## config.mk

```make
export PLATFORM = sky130hd
export DESIGN_NAME = fetch_queue_unit
export DESIGN_NICKNAME = d
export VERILOG_FILES = /design/src/rtl/fetch_queue_unit.sv
export SDC_FILE = /design/constraint.sdc
export NUM_CORES = 1
export LEC_CHECK = 0
export ABC_AREA = 1
export CAP_MARGIN = 25
export CELL_PAD_IN_SITES_DETAIL_PLACEMENT = 2
export CELL_PAD_IN_SITES_GLOBAL_PLACEMENT = 2
export CORE_ASPECT_RATIO = 1.25
export CORE_UTILIZATION = 36
export CTS_CLUSTER_DIAMETER = 80
export DETAILED_ROUTE_END_ITERATION = 8
export DONT_BUFFER_PORTS = 1
export PLACE_DENSITY = 0.75
export REMOVE_ABC_BUFFERS = 1
export SETUP_SLACK_MARGIN = 0.4
export SLEW_MARGIN = 20
export SYNTH_ARGS = -nofsm -noshare
export SYNTH_HDL_FRONTEND = slang
export SYNTH_SLANG_ARGS = --single-unit
```

## constraint.sdc

```tcl
create_clock -name clk -period 4.34 [get_ports clk]
set_input_delay 1.302 -clock clk [delete_from_list [all_inputs] [get_ports clk]]
set_output_delay 1.302 -clock clk [all_outputs]
set_load 0.02 [all_outputs]
```

## src/rtl/fetch_queue_unit.sv

```systemverilog
// fetch_queue_unit: sequential instruction fetch front end with a DEPTH-entry
// fetch queue, stall-aware I-cache handshake and redirect flush/kill handling.
// Optional performance counters are enabled by defining FETCH_PERF_EN.
module fetch_queue_unit #(
    parameter int ADDR_W   = 30,
    parameter int DATA_W   = 32,
    parameter int DEPTH    = 4,
    parameter int RESET_PC = 0
) (
    input  logic                       clk,
    input  logic                       rst_n,
    output logic                       I_ren,
    output logic [ADDR_W-1:0]          I_addr,
    input  logic                       I_stall,
    input  logic [DATA_W-1:0]          I_rdata,
    input  logic                       redirect_valid,
    input  logic [ADDR_W-1:0]          redirect_addr,
    input  logic                       id_ready,
    output logic                       if_valid,
    output logic [DATA_W-1:0]          if_instr,
    output logic [ADDR_W-1:0]          if_pc,
    output logic [$clog2(DEPTH):0]     queue_count,
    output logic [31:0]                perf_stall_cycles,
    output logic [15:0]                perf_redirects
);

    localparam int PTR_W = $clog2(DEPTH);
    localparam int CNT_W = PTR_W + 1;
    localparam logic [CNT_W-1:0] FULL = CNT_W'(DEPTH);

    typedef enum logic [1:0] {BOOT, RUN, KILL} state_t;

    state_t              state;
    logic [ADDR_W-1:0]   fetch_pc;
    logic [ADDR_W-1:0]   target;
    logic [CNT_W-1:0]    count;
    logic [CNT_W-1:0]    count_nxt;
    logic [PTR_W-1:0]    wr_ptr;
    logic [PTR_W-1:0]    rd_ptr;
    logic                completion;
    logic                push;
    logic                pop;

    logic [DATA_W-1:0]   instr_mem [DEPTH];
    logic [ADDR_W-1:0]   pc_mem    [DEPTH];

    assign I_addr      = fetch_pc;
    assign queue_count = count;
    assign if_valid    = (count != '0);
    assign if_instr    = if_valid ? instr_mem[rd_ptr] : '0;
    assign if_pc       = if_valid ? pc_mem[rd_ptr] : '0;

    // Handshake decode: redirect overrides both push and pop.
    always_comb begin
        completion = I_ren && !I_stall;
        push       = (state == RUN) && completion && !redirect_valid;
        pop        = if_valid && id_ready && !redirect_valid;
        count_nxt  = count;
        if (redirect_valid)
            count_nxt = '0;
        else if (push && !pop)
            count_nxt = count + CNT_W'(1);
        else if (pop && !push)
            count_nxt = count - CNT_W'(1);
    end

    // Fetch control FSM with registered request outputs and queue bookkeeping.
    always_ff @(posedge clk or negedge rst_n) begin
        if (!rst_n) begin
            state    <= BOOT;
            fetch_pc <= ADDR_W'(RESET_PC);
            target   <= '0;
            I_ren    <= 1'b0;
            count    <= '0;
            wr_ptr   <= '0;
            rd_ptr   <= '0;
        end else begin
            count <= count_nxt;
            if (redirect_valid) begin
                wr_ptr <= '0;
                rd_ptr <= '0;
            end else begin
                if (push) wr_ptr <= wr_ptr + PTR_W'(1);
                if (pop)  rd_ptr <= rd_ptr + PTR_W'(1);
            end
            case (state)
                BOOT: begin
                    state <= RUN;
                    I_ren <= 1'b1;
                    if (redirect_valid) fetch_pc <= redirect_addr;
                end
                RUN: begin
                    if (redirect_valid) begin
                        // A stalled request cannot be withdrawn: keep it on the bus
                        // and swallow its response in KILL before refetching.
                        if (I_ren && I_stall) begin
                            state  <= KILL;
                            target <= redirect_addr;
                        end else begin
                            fetch_pc <= redirect_addr;
                        end
                        I_ren <= 1'b1;
                    end else begin
                        if (push) fetch_pc <= fetch_pc + ADDR_W'(1);
                        I_ren <= (count_nxt < FULL);
                    end
                end
                KILL: begin
                    I_ren <= 1'b1;
                    if (completion) begin
                        state    <= RUN;
                        fetch_pc <= redirect_valid ? redirect_addr : target;
                    end else if (redirect_valid) begin
                        target <= redirect_addr;
                    end
                end
                default: state <= BOOT;
            endcase
        end
    end

    // Queue storage write port; contents are qualified by count, so no reset.
    always_ff @(posedge clk) begin
        if (push) begin
            instr_mem[wr_ptr] <= I_rdata;
            pc_mem[wr_ptr]    <= fetch_pc;
        end
    end

`ifdef FETCH_PERF_EN
    // Saturating stall-cycle and redirect counters.
    always_ff @(posedge clk or negedge rst_n) begin
        if (!rst_n) begin
            perf_stall_cycles <= '0;
            perf_redirects    <= '0;
        end else begin
            if (I_ren && I_stall && (perf_stall_cycles != '1))
                perf_stall_cycles <= perf_stall_cycles + 32'd1;
            if (redirect_valid && (perf_redirects != '1))
                perf_redirects <= perf_redirects + 16'd1;
        end
    end
`else
    assign perf_stall_cycles = '0;
    assign perf_redirects    = '0;
`endif

endmodule
```

==> flow_summary.yaml, run 1 <==
outcome:
  status: "finished, final reports clean"
grt:
  grt_pass1_wl_um: 73570
  antenna_found_initial: 0
  overflow: 0
  grt_start_max_net_pins: 89
  grt_pass1_vias: 12630
  grt.total_usage_pct: 22.86
power_and_ir_drop:
  switching_share_pct: 42.78
  switchingPower_uw: 5071
  power_uw: 11860
  combPwrFrac_pct: 34.2
  peakVddDrop_v: 0.0003807
  powerDensity_nw_per_um2: 709.6
  clkPwrFrac_pct: 25.9
  cellLeakagePower_uw: 0.006323
  intPower_uw: 6784
  pwr-share-seq_pct: 39.9
timing:
  layout_setup_ws_ns: 0.5153
  rsz0062_at_grt: "yes"
  min_period_ns: 3.825
  hold_viol: 0
  clock.fmax_mhz: 261.5
  setup_tns_ns: 0
  slew_violations: 0
  finClkSkew_ns: 0.02376
  relSlewSlack_pct: 39.12
  worst_pin_slew_ns: 0.9133
  post-route-period-util_pct: 88.13
  setup_violations: 0
clock_network:
  h-tree-depth: 2
  clkLatencyLatePin_ns: 0.54
  clockRootBuffer: "clkbuf_16"
  cts.sinks: 318
  ctsHoldBuffers: 0
  clk_path_buf_depth: 3
  cts_tree: "built"
  cts_buffers: 36
  clkSlewWorstSetupHoldPaths_ns: 0.06
worst_setup_path:
  regToRegEndpoint: "target[1]"
  regToRegStartpoint: "state[0]"
  endpoint: "if_pc[26]"
  critPathMaxStageDelay_ns: 0.48
  crit_arrival_ns: 2.52
  cp_max_fo: 46
  crit_slowest_cell: "dfrtp_1"
  start_kind: "flip-flop"
  timing.critical_path.cells: "inv_1, ha_1, nand2_1, inv_2, buf_12, a21oi_1"
  startpoint: "queue_count[0]"
  r2r_slack_ns: 1.71
  reg2reg_depth: 9
  crit_type: "flip-flop to output pin"
  cp-end-kind: "output pin"
  cp.required_ns: 3.04
synthesis:
  synthCells: 1605
  synth-async-reset-ratio_pct: 22.01
  syn_area_um2: 14980
  ys.warnings.count: 0
  ys_seq_elements: 318
  ys_types: 35
  avgSynthCellArea_um2: 9.336
  ys.flop_type: "edfxtp_1"
  synth_top_area_cell: "edfxtp_1"
  netlist_top_cells_area: "edfxtp_1, dfrtp_1, nor2_1"
  ys_seq_area_share_pct: 61.39
  synth_enable_flop_cells: 248
  synth_top_area_share_pct: 49.70
placed_design:
  placed_cells: 2098
  routabilityCongestion: 0.7882
  dp_slack_ns: 0.9824
  dp_hpwl_um: 30630
  place_area_um2: 15510
  portBuffers: 0
finish:
  design_area_um2: 16710
  drive_gt1_share_pct: 7.068
  diodes: 0
  finish.net_count: 1665
  final_common_cell: "nor2_1"
  nFillCells: 4485
  fin_cells: 2165
  syn_to_final_growth_pct: 11.50
  mostFrequentLayoutCells: "nor2_1, nand2_1, edfxtp_1"
routing:
  drtIter0Drc: 540
  wl_per_cell_um: 22.12
  via_per_inst: 5.230
  vias: 11320
  drc: 0
  postRouteWirelength_um: 47880
  dr.pass1.iters: 4
  postRouteAntennaNets: 0
die:
  rows: 83
  fp.dieW_um: 184.5
  core_area_um2: 41020
  dieArea_um2: 42450
  pin_count: 212
  initial_core_util_pct: 36.53
  die_h_um: 230.1
run:
  maxCapViolCount: 0
worst_hold_path:
  hold_class: "primary input to asynchronous set/reset pin"
Yosys cell counts (all sizes together) (3+ instances only):
cell type / count
nand3: 29
nand3b: 3
o21ai: 165
clkbuf: 50
a21oi: 141
nor2: 390
a31oi: 5
buf: 81
ha: 13
edfxtp: 248
dfrtp: 70
nand4: 3
or2: 3
nand2: 321
o221ai: 3
xor2: 8
inv: 61
kinds of logic (layout without fill, tap and decap cells):
logic type               Yosys count  after routing  synth area share [%]
AND/OR/NAND/NOR                  752            752                 19.66
AO/OA/AOI/OAI                    320            320                 10.92
flip-flops                       318            318                 61.39
buffers and inverters            192            153                 6.396
adder cells (fa/ha/maj)           13             13                 1.086
XOR/XNOR                           9              9                0.5261
other                              1             48               0.02503
cell type report:
type / count / area, um^2 / area share, %
clock buffers: 45 / 987.2 / 5.909
clock inverters: 21 / 183.9 / 1.101
inverters: 61 / 232.7 / 1.393
multi-input cells: 1142 / 5056 / 30.26
flip-flops and latches: 318 / 9204 / 55.09
well taps: 552 / 690.7 / 4.134
repair buffers: 26 / 352.8 / 2.112
metrics by stage:
step / hold slack, ns / utilization [%]
2_1_floorplan: 0.4987 / -
3_3_place_gp: 0.5078 / 37.75
3_5_place_dp: 0.5171 / 37.80
4_1_cts: 0.4270 / 40.66
5_1_grt: 0.4337 / 40.73
6_report: 0.4570 / 40.73
critical path, delay by kind of cell (launching register included):
kind	cells	cell delay, ns
and+or+nand+nor	1	0.22
buffers and inverters	3	0.60
AOI/OAI and AO/OA	1	0.43
adders and majority gates	1	0.21
DFF	1	0.48
repair_timing:
action | 4_1_cts | 5_1_grt
resized for setup | 0 | 4
setup endpoints to repair | 0 | 32
setup buffers | 0 | 1
registers in the layout (all words and copies together) (netlist names):
register,cells
queue_count,3
pc_mem,120
instr_mem,128
wr_ptr,2
target,30
I_addr,30
rd_ptr,2
state,2
I_ren,1
layer usage:
layer  routed length [um]  global-route usage, %  vias to the layer above
met2                24860                  41.78                      227
met4                 1159                  6.615                        0
met5                    0                      0                        -
li1                     -                      -                     5219
met1                19500                  27.01                     5807
met3                 2360                  4.039                       69
worst min-delay path by stage:
stage | startpoint | endpoint | slack (ns)
2_1_floorplan | target[10] | target[10] | 0.50
3_3_place_gp | target[10] | target[10] | 0.51
3_5_place_dp | target[15] | target[15] | 0.52
4_1_cts | rst_n | target[29] | 0.43
5_1_grt | rst_n | I_addr[29] | 0.43
6_report | rst_n | target[29] | 0.46
power groups by stage:
stage	registers, uW	logic (uW)	clock network [uW]
floorplan	4530	2770	0
global placement	4790	3840	0
finish	4730	4050	3070
global route	4820	4550	3230
CTS	4780	4100	3150
detailed placement	4830	4060	0
(Power assumes the default switching activity.)
==> run 2: changes to the inputs <==
- MAX_ROUTING_LAYER: not set -> met4
- SKIP_CTS_REPAIR_TIMING: not set -> 1
==> flow_summary.yaml, run 2 (synthesis gave the netlist of run 1 again) <==
die:
  initial_core_util_pct: 36.53
  core_area_um2: 41020
  fp.dieW_um: 184.5
  die_h_um: 230.1
  rows: 83
  pin_count: 212
  dieArea_um2: 42450
power_and_ir_drop:
  powerDensity_nw_per_um2: 709.9
  peakVddDrop_v: 0.0003820
  cellLeakagePower_uw: 0.006324
placed_design:
  routabilityCongestion: 0.7992
  dp_hpwl_um: 30630
  portBuffers: 0
  placed_cells: 2098
timing:
  finClkSkew_ns: 0.02060
  rsz0062_at_grt: "yes"
  worst_pin_slew_ns: 0.8950
  min_period_ns: 3.829
  hold_viol: 0
  post-route-period-util_pct: 88.23
  relSlewSlack_pct: 40.33
  holdWs_ns: 0.4551
  slew_violations: 0
  setup_violations: 0
  clock.fmax_mhz: 261.1
outcome:
  status: "finished, final reports clean"
clock_network:
  cts.sinks: 318
  clkLatencyLatePin_ns: 0.54
  cts_buffers: 36
  cts_tree: "built"
  clkSlewWorstSetupHoldPaths_ns: 0.06
  h-tree-depth: 2
  clockRootBuffer: "clkbuf_16"
  clk_path_buf_depth: 3
worst_setup_path:
  start_kind: "flip-flop"
  cp_max_fo: 46
  cp.required_ns: 3.04
  cp-end-kind: "output pin"
  crit_type: "flip-flop to output pin"
  crit_arrival_ns: 2.53
finish:
  finish.net_count: 1665
  reg_top3: "instr_mem: 128 flops, pc_mem: 120 flops"
  regMostFlops: "instr_mem"
  fin_cells: 2165
  nFillCells: 4485
  largest_reg_flops: 128
  drive_gt1_share_pct: 7.068
  final_common_cell: "nor2_1"
  finalCoreUtilization_pct: 40.74
  syn_to_final_growth_pct: 11.51
  mostFrequentLayoutCells: "nor2_1, nand2_1, edfxtp_1"
  diodes: 0
worst_hold_path:
  hold_class: "primary input to asynchronous set/reset pin"
grt:
  grt_start_max_net_pins: 89
  grt_pass1_wl_um: 73540
  grt.total_usage_pct: 23.54
  antenna_found_initial: 0
  grt_pass1_vias: 12660
  overflow: 0
routing:
  via_per_inst: 5.220
  drc: 0
  postRouteAntennaNets: 0
  wl_per_cell_um: 22.12
  drtIter0Drc: 505
  dr.pass1.iters: 4
  postRouteWirelength_um: 47900
  vias: 11300
run:
  maxCapViolCount: 0
run 2: cell counts in the layout (fill, tap and decap cells not counted):
Identical to the previous run, type by type.
run 2: worst max-delay path, stage by stage (launching register included):
cell and delay (ns):
dfrtp_1 0.48, inv_1 0.14, ha_1 0.21, nand2_1 0.22, inv_2 0.23, buf_12 0.23
a21oi_1 0.43
run 2: layout make-up:
type,count,area (um^2),area share (%)
flip-flops and latches,318,9204,55.08
clock inverters,21,183.9,1.101
inverters,61,235.2,1.408
clock buffers,45,987.2,5.908
well taps,552,690.7,4.133
repair buffers,26,352.8,2.112
multi-input cells,1142,5056,30.26
run 2: worst paths after layout:
path	start	cells past startpoint	endpoint	slack, ns
worst max-delay path	queue_count[0]	6	if_pc[26]	0.51
worst min-delay path	rst_n	0	target[24]	0.46
worst max register to register	state[0]	9	target[1]	1.68
worst min register to register	target[15]	2	target[15]	0.53
max in group asynchronous	rst_n	0	rd_ptr[0]	3.69
min in group clk	target[15]	2	target[15]	0.53
run 2: metrics by stage:
step           power, uW  TNS (ns)  setup slack (ns)  area (um^2)
2_1_floorplan       7300   -216.84           -0.8646        14430
3_3_place_gp        8625         0            0.8824        15490
3_5_place_dp        8895         0            0.9824        15510
4_1_cts            12030         0            0.4088        16680
5_1_grt            12600         0            0.3926        16710
6_report           11860         0            0.5107        16710
run 2: where the power goes:
part	switching [uW]	total, uW	internal [uW]
clock	1280	3070	1800
sequential	866	4740	3870
combinational	2930	4050	1120
run 2: metal layers:
| metal | GRT usage (%) | up-vias | routed length, um |
|---|---|---|---|
| li1 | - | 5221 | - |
| met3 | 3.991 | 70 | 2332 |
| met4 | 6.615 | 0 | 1160 |
| met2 | 41.89 | 240 | 24940 |
| met5 | - | - | 0 |
| met1 | 26.94 | 5771 | 19470 |
==> run 3: changes to the inputs <==
- CORE_UTILIZATION: 36 -> 43
- PLACE_DENSITY: 0.75 -> 0.84
- clock period: 4.34 -> 4.5 ns (I/O delays scaled with it)
==> flow_summary.yaml, run 3 (synthesis gave the netlist of run 1 again) <==
power_and_ir_drop:
  clkPwrFrac_pct: 24.7
  combPwrFrac_pct: 35.1
  pwr-share-seq_pct: 40.2
  peakVddDrop_v: 0.0004706
  intPower_uw: 6359
  cellLeakagePower_uw: 0.006297
  powerDensity_nw_per_um2: 684.3
  switchingPower_uw: 4948
  switching_share_pct: 43.76
clock_network:
  clockRootBuffer: "clkbuf_16"
  cts_buffers: 36
  clkLatencyLatePin_ns: 0.54
  cts_tree: "built"
  clkSlewWorstSetupHoldPaths_ns: 0.06
  clk_path_buf_depth: 3
  h-tree-depth: 2
  cts.sinks: 318
finish:
  mostFrequentLayoutCells: "nor2_1, nand2_1, edfxtp_1"
  nFillCells: 3691
  final_common_cell: "nor2_1"
  largest_reg_flops: 128
  regMostFlops: "instr_mem"
  finalCoreUtilization_pct: 48.00
  diodes: 0
  drive_gt1_share_pct: 7.121
  reg_top3: "instr_mem: 128 flops, pc_mem: 120 flops"
  finish.net_count: 1671
  multiInputGateArea_um2: 5049
  seq_area_um2: 9204
  syn_to_final_growth_pct: 10.27
routing:
  via_per_inst: 5.505
  wl_per_cell_um: 23.85
  postRouteWirelength_um: 49680
  postRouteAntennaNets: 0
  vias: 11470
  dr.pass1.iters: 5
  drc: 0
  drtIter0Drc: 726
placed_design:
  portBuffers: 0
  routabilityCongestion: 0.7944
  dp_hpwl_um: 31530
grt:
  antenna_found_initial: 0
  overflow: 0
  grt_start_max_net_pins: 126
  grt_pass1_wl_um: 75870
  grt_pass1_vias: 12910
  grt.total_usage_pct: 29.14
timing:
  worst_pin_slew_ns: 0.8429
  holdWs_ns: 0.5179
  slew_violations: 0
  rsz0062_at_grt: "yes"
  setup_violations: 0
  post-route-period-util_pct: 91.04
  relSlewSlack_pct: 43.81
  finClkSkew_ns: 0.01563
  min_period_ns: 4.097
  hold_viol: 0
  clock.fmax_mhz: 244.1
worst_hold_path:
  hold_class: "primary input to asynchronous set/reset pin"
worst_setup_path:
  crit_type: "flip-flop to output pin"
  cp-end-kind: "output pin"
  crit_arrival_ns: 2.75
  r2r_slack_ns: 1.56
  reg2reg_depth: 9
  start_kind: "flip-flop"
  cp_max_fo: 33
  cp.required_ns: 3.15
die:
  initial_core_util_pct: 43.53
  rows: 76
  dieArea_um2: 35600
  core_area_um2: 34420
  pin_count: 212
  fp.dieW_um: 169.0
  die_h_um: 210.7
run:
  maxCapViolCount: 0
outcome:
  status: "finished, final reports clean"
-- run 3: changes by cell type in the layout (fill, tap and decap cells not counted), sizes merged --
cell / before / now
inv: 60 / 61
bufinv: 3 / 2
buf: 26 / 32
clkinv: 19 / 18
clkbuf: 45 / 42
-- run 3: power by group through the flow --
stage	sequential [uW]	clock [uW]	combinational [uW]
after floorplan	4370	0	2670
after detailed placement	4610	0	3940
after global placement	4550	0	3690
after global routing	4600	2930	4410
final	4540	2800	3970
after CTS	4560	2840	4010
-- run 3: worst max-delay path: stages, from the launching register on --
cell and delay [ns]:
dfrtp_1 0.48, inv_1 0.14, ha_1 0.24, nand2_1 0.30, inv_6 0.19, buf_4 0.31
a21oi_1 0.51
-- run 3: through the flow --
stage | total power, uW | setup WS [ns] | area, um^2 | TNS, ns | cells
5_1_grt | 11940 | 0.3063 | 16520 | 0 | 2083
6_report | 11310 | 0.4033 | 16520 | 0 | 2083
4_1_cts | 11410 | 0.2122 | 16510 | 0 | 2083
2_1_floorplan | 7040 | -0.7526 | 14430 | -182.12 | 1521
3_5_place_dp | 8551 | 0.7752 | 15430 | 0 | 2021
3_3_place_gp | 8239 | 1.024 | 15430 | 0 | 2021
-- run 3: final timing paths --
check	from	endpoint
setup / recovery	queue_count[0]	if_instr[19]
min in group clk	target[29]	target[29]
hold / removal	rst_n	state[0]
setup reg to reg	state[0]	target[21]
max in group asynchronous	rst_n	target[19]
hold reg to reg	target[29]	target[29]
-- run 3: cell type report --
class,count,area share [%]
sequential,318,55.70
multi-input combinational,1142,30.55
clock buffer,42,5.588
tap,468,3.544
timing repair buffer,32,2.211
inverter,61,1.439
clock inverter,20,0.9617
-- run 3: layer usage --
layer	GRT usage (%)	up-vias	routed length, um
li1	-	5222	-
met1	31.40	5882	18710
met2	53.61	275	27050
met3	5.284	88	2467
met4	9.498	0	1449
met5	-	-	0
